`config.mk`:
```
export PLATFORM = sky130hd
export DESIGN_NAME = serial_adder
export DESIGN_NICKNAME = d
export VERILOG_FILES = /design/src/rtl/full_adder.sv /design/src/rtl/serial_adder.sv
export SDC_FILE = /design/constraint.sdc
export NUM_CORES = 1
export LEC_CHECK = 0
export CORE_ASPECT_RATIO = 1.1
export CORE_MARGIN = 3
export CORE_UTILIZATION = 56
export DETAILED_ROUTE_END_ITERATION = 6
export PLACE_DENSITY_LB_ADDON = 0.3
export RECOVER_POWER = 50
export SLEW_MARGIN = 40
export SYNTH_ARGS = -nofsm -noshare
export SYNTH_HDL_FRONTEND = slang
export SYNTH_SLANG_ARGS = --single-unit
```
`constraint.sdc`:
```
create_clock -name clk -period 2.9 [get_ports clk]
set_clock_uncertainty 0.2 [all_clocks]
set_input_delay 0.58 -clock clk [delete_from_list [all_inputs] [get_ports clk]]
set_output_delay 0.58 -clock clk [all_outputs]
set_load 0.01 [all_outputs]
```
`src/rtl/full_adder.sv`:
```
// Single-bit full adder cell; the one arithmetic element shared by serial_adder.
module full_adder (
    input  logic a,
    input  logic b,
    input  logic cin,
    output logic s,
    output logic cout
);

    assign s    = a ^ b ^ cin;
    assign cout = (a & b) | (cin & (a ^ b));

endmodule

```
`src/rtl/serial_adder.sv`:
```
// Bit-serial WIDTH-bit adder: one full_adder cell, LSB first, registered carry,
// start/busy/done handshake with registered sum, carry-out and signed overflow.
module serial_adder #(
    parameter int unsigned WIDTH = 32
) (
    input  logic             clk,
    input  logic             rst_n,
    input  logic             start,
    input  logic [WIDTH-1:0] a,
    input  logic [WIDTH-1:0] b,
    input  logic             cin,
    output logic             busy,
    output logic             done,
    output logic [WIDTH-1:0] sum,
    output logic             cout,
    output logic             overflow
);

    localparam int unsigned     CntW    = $clog2(WIDTH + 1);
    localparam logic [CntW-1:0] LastCnt = CntW'(WIDTH - 1);

    typedef enum logic [1:0] {StIdle, StRun, StDone} state_e;

    state_e           state_q, state_d;
    logic [WIDTH-1:0] a_sh, b_sh, s_sh;
    logic             carry, c_msb;
    logic [CntW-1:0]  cnt;
    logic             fa_s, fa_cout;
    logic             last, accept;
    logic             unused_s_lsb;

    full_adder u_fa (
        .a    (a_sh[0]),
        .b    (b_sh[0]),
        .cin  (carry),
        .s    (fa_s),
        .cout (fa_cout)
    );

    assign last = (cnt == LastCnt);

    always_comb begin
        state_d = state_q;
        accept  = 1'b0;
        unique case (state_q)
            StIdle, StDone: begin
                if (start) begin
                    accept  = 1'b1;
                    state_d = StRun;
                end else begin
                    state_d = StIdle;
                end
            end
            StRun: begin
                if (last) state_d = StDone;
            end
            default: state_d = StIdle;
        endcase
    end

    always_ff @(posedge clk or negedge rst_n) begin
        if (!rst_n) state_q <= StIdle;
        else        state_q <= state_d;
    end

    always_ff @(posedge clk or negedge rst_n) begin
        if (!rst_n) begin
            a_sh  <= '0;
            b_sh  <= '0;
            s_sh  <= '0;
            carry <= 1'b0;
            c_msb <= 1'b0;
            cnt   <= '0;
            sum   <= '0;
            cout  <= 1'b0;
        end else if (accept) begin
            a_sh  <= a;
            b_sh  <= b;
            carry <= cin;
            cnt   <= '0;
        end else if (state_q == StRun) begin
            s_sh  <= {fa_s, s_sh[WIDTH-1:1]};
            a_sh  <= a_sh >> 1;
            b_sh  <= b_sh >> 1;
            carry <= fa_cout;
            cnt   <= cnt + CntW'(1);
            if (last) begin
                c_msb <= carry;
                sum   <= {fa_s, s_sh[WIDTH-1:1]};
                cout  <= fa_cout;
            end
        end
    end

    // c_msb and cout load together on the completing edge, so their XOR is the
    // registered overflow flag and holds with them until the next completion.
    assign overflow     = c_msb ^ cout;
    assign busy         = (state_q == StRun);
    assign done         = (state_q == StDone);
    assign unused_s_lsb = s_sh[0];

endmodule

```
==> results by group <==
Power and ir drop
  – Psw: between 2 and 3 mW
  – Pint: 5.475 mW
  – LEAKAGE: about 3.5 nW
  – Sequential power share: 0.403
  – Worst VDD drop: 0.8214 mV
  – Logic pwr share: 0.327
  – Clock Power Share: 0.270
  – Total power: just over 8 mW
  – PwrDens: 1117 mW/mm2
  – Switch share: 0.3405

Worst setup path
  – CP Max Fanout: 42
  – Setup CP Type: reg -> out
  – Crit path capture type: output port
  – CP max stage delay: 0.51 ns
  – WP data arrival: 1.99 ns
  – Crit-path cells: nand2b_4 > clkinv_2 > clkdlybuf4s50_1
  – CP Data Required Time: approximately 2.1 ns
  – Crit path from: state_q[0]
  – Crit start category: register
  – Max stage delay cell, worst path: clkdlybuf4s50_1
  – Reg2reg start: state_q[0]

Flow run
  – Max-cap check violation count: 1

Synthesis
  – Netlist cell types: 30
  – Syn Area/Cell: 9.804 um2
  – Mapped cell area: roughly 0.0057 mm2
  – FF+latch count, synth: about 140
  – Synth warn: 0
  – Seq/Total Area, Yosys: 0.6042
  – Post-synthesis cell count: 583
  – Syn nets: 653

CTS
  – H-tree depth: 4
  – CTS Buffer Depth: 2
  – Worst-Skew Late Latency: just over 0.5 ns
  – Post-CTS Repair Setup Buffers: 0
  – Root buffer cell: clkbuf_8
  – Cts bufs inserted: 17
  – Clock slew at reported path FFs: 0.06 ns
  – CTS tree: built
  – Clk sinks: 138

Die
  – # rows: 38
  – Num ports: 104
  – Vert. Die Dim: 112.0 um
  – Die area: 0.01146 mm2
  – Chip width: slightly above 100 um
  – Initial core utilization: 0.5779
  – Placeable Area: ~0.01 mm2

Routing
  – First-pass iteration count of the detailed router: 5
  – Iteration-0 DRC Markers: ~230
  – Post-DR vias/cell: 5.428
  – Routed WL: 12.64 mm
  – ANT nets after route: 0
  – Number of remaining DRC errors: 0
  – Vias: 4391
  – Wire length per cell: 15.62 um

STA
  – FMAX: 361.4 MHz
  – RSZ-0062 raised after global routing: false
  – Tmin final: roughly 2.8 ns
  – Hold Vio Cnt, Final: 0
  – Worst-margin pin slew: approximately 1.7 ns
  – # setup viols final: 0
  – Slew HR: -0.1350
  – Final period util: 0.9540
  – Setup TNS: 0 ns
  – Fin. max-slew vios: 68

Outcome
  – Status: complete, but fails checks
  – Violated checks: max-capacitance violations, max-slew violations

Cells and area
  – Area grow syn2layout: 30.06%
  – Register Area: between 0.003 and 0.004 mm2
  – Area of the multi-input gates: 0.002079 mm2
  – Final Cell Area: 0.007433 mm2
  – Net count, final: 746
  – Fill cells: between 600 and 700
  – Layout cell share with drive strength beyond 1: 0.1147
  – ANT cells: 0

GRT
  – Global route total overflow: 0
  – Vias in the first global route: 4435
  – GRT Total Usage: 0.2358
  – First-pass GRT wire length: 21.29 mm
  – Largest net degree at the start of global routing: 72
  – Initial antenna violation count: 0

Placed design
  – Detailed Place HPWL: between 7 and 8 mm
  – Area after DPL: 0.006820 mm2
  – Port Buf Inserts: between 100 and 150
  – Gpl congestion: between 0.8 and 0.9

Hold path
  – HP Start: s_sh[14]
  – Worst Hold Class: reg -> reg
[per-stage QoR]
step | instances | util | hold slack, ns | worst slack (ns)
detailed placement | 776 | 0.6897 | 0.2816 | 0.5056
global route | 809 | 0.7516 | 0.3209 | 0.01760
global placement | 776 | 0.6897 | 0.2597 | 0.6402
CTS | 809 | 0.7532 | 0.3001 | 0.08940
finish | 809 | 0.7516 | 0.2980 | 0.1333
floorplan | 583 | - | 0.08441 | 0.9319
[final timing paths]
kind,to,slack [ns],cells after the start
min in group asynchronous,b_sh[20],0.84,2
hold / removal,s_sh[14],0.30,2
setup / recovery,busy,0.13,3
setup reg to reg,b_sh[16],0.41,5
max in group asynchronous,a_sh[27],0.39,3
hold reg to reg,s_sh[14],0.30,2
[metal layers]
metal	wire length (um)	global-route usage	up-vias
li1	-	-	2119
met1	5605	0.3221	2134
met2	6033	0.3637	125
met3	862	0.07644	13
met4	136	0.06824	0
met5	0	0	-
[timing repair]
item                      in CTS  in global routing
hold endpoints to repair      65                  0
resized for setup              0                  0
hold buffers                   1                  0
[cells in the final DEF (no fill, tap or decap), drive strengths merged, types with 2 or more instances in the layout]
cell,netlist,layout
a22o,3,3
nor3,3,3
clkbuf,20,25
a31oi,57,57
mux2,35,35
nor2,61,61
clkdlybuf4s50,0,102
clkinv,0,7
buf,20,7
nand2b,2,2
a22oi,4,4
dfrtp,138,138
nand2,216,216
o22ai,2,2
bufinv,0,4
nand3,6,6
and2b,2,2
xnor2,2,2
[cells in the mapped netlist]
| master | instances | area [um2] |
|---|---|---|
| buf_1 | 6 | 22.52 |
| nor3_1 | 3 | 15.01 |
| inv_1 | 1 | 3.750 |
| buf_6 | 3 | 33.78 |
| clkbuf_1 | 20 | 75.07 |
| o21ai_0 | 1 | 5.000 |
| o41ai_1 | 1 | 8.760 |
| nand2b_4 | 1 | 13.76 |
| a21oi_1 | 1 | 5.000 |
| o311ai_0 | 1 | 8.760 |
| dfrtp_1 | 138 | 3453 |
| a22oi_1 | 4 | 30.03 |
| a22o_1 | 3 | 26.28 |
| nor2_1 | 61 | 229.0 |
| nand2_1 | 216 | 810.8 |
| xnor2_1 | 2 | 17.52 |
| nor4_4 | 1 | 21.27 |
| mux2i_1 | 1 | 10.01 |
| xor2_1 | 1 | 8.760 |
| and2b_1 | 2 | 15.01 |
| o31ai_1 | 1 | 7.510 |
| nand2b_1 | 1 | 6.260 |
| mux2_2 | 35 | 394.1 |
| fa_1 | 1 | 20.02 |
| o22ai_1 | 2 | 12.51 |
| nand3_1 | 6 | 30.03 |
| ha_1 | 1 | 12.51 |
| a31oi_1 | 57 | 356.6 |
| buf_2 | 11 | 55.05 |
| o211ai_1 | 1 | 7.510 |
[registers in the layout (all words and copies together) (netlist names)]
name     cells
cout         1
sum         32
s_sh        31
c_msb        1
carry        1
cnt          6
a_sh        32
state_q      2
b_sh        32
[logic make-up after synthesis]
family          after synthesis  synth area share
buf+inv                      41           0.03327
xor+xnor                      3          0.004598
simple gates                291            0.1996
flops                       138            0.6042
mux                          36           0.07071
fa+ha+maj                     2          0.005692
compound gates               72           0.08187
[area by class of cell]
class                           count  share of cell area
Clock buffer                       21             0.06043
Clock inverter                     11             0.02272
Inverter                            1           0.0006733
Multi-Input combinational cell    404              0.2798
Sequential cell                   138              0.4646
Tap cell                          120             0.02020
Timing Repair Buffer              114              0.1517
[power by group through the flow]
stage / Combinational [mW] / Sequential (mW) / Clock (mW)
CTS: 2.76 / 3.34 / 2.27
detailed placement: 2.72 / 3.35 / 0
global route: 3.07 / 3.46 / 2.37
finish: 2.71 / 3.34 / 2.24
floorplan: 1.78 / 3.29 / 0
global placement: 2.58 / 3.31 / 0
[critical path, delay by kind of cell (launching register included)]
kind,cells,cell delay (ns)
buffers and inverters,2,0.64
DFF,1,0.43
and+or+nand+nor,1,0.40
Note: power is estimated with default switching activity, not from simulation.
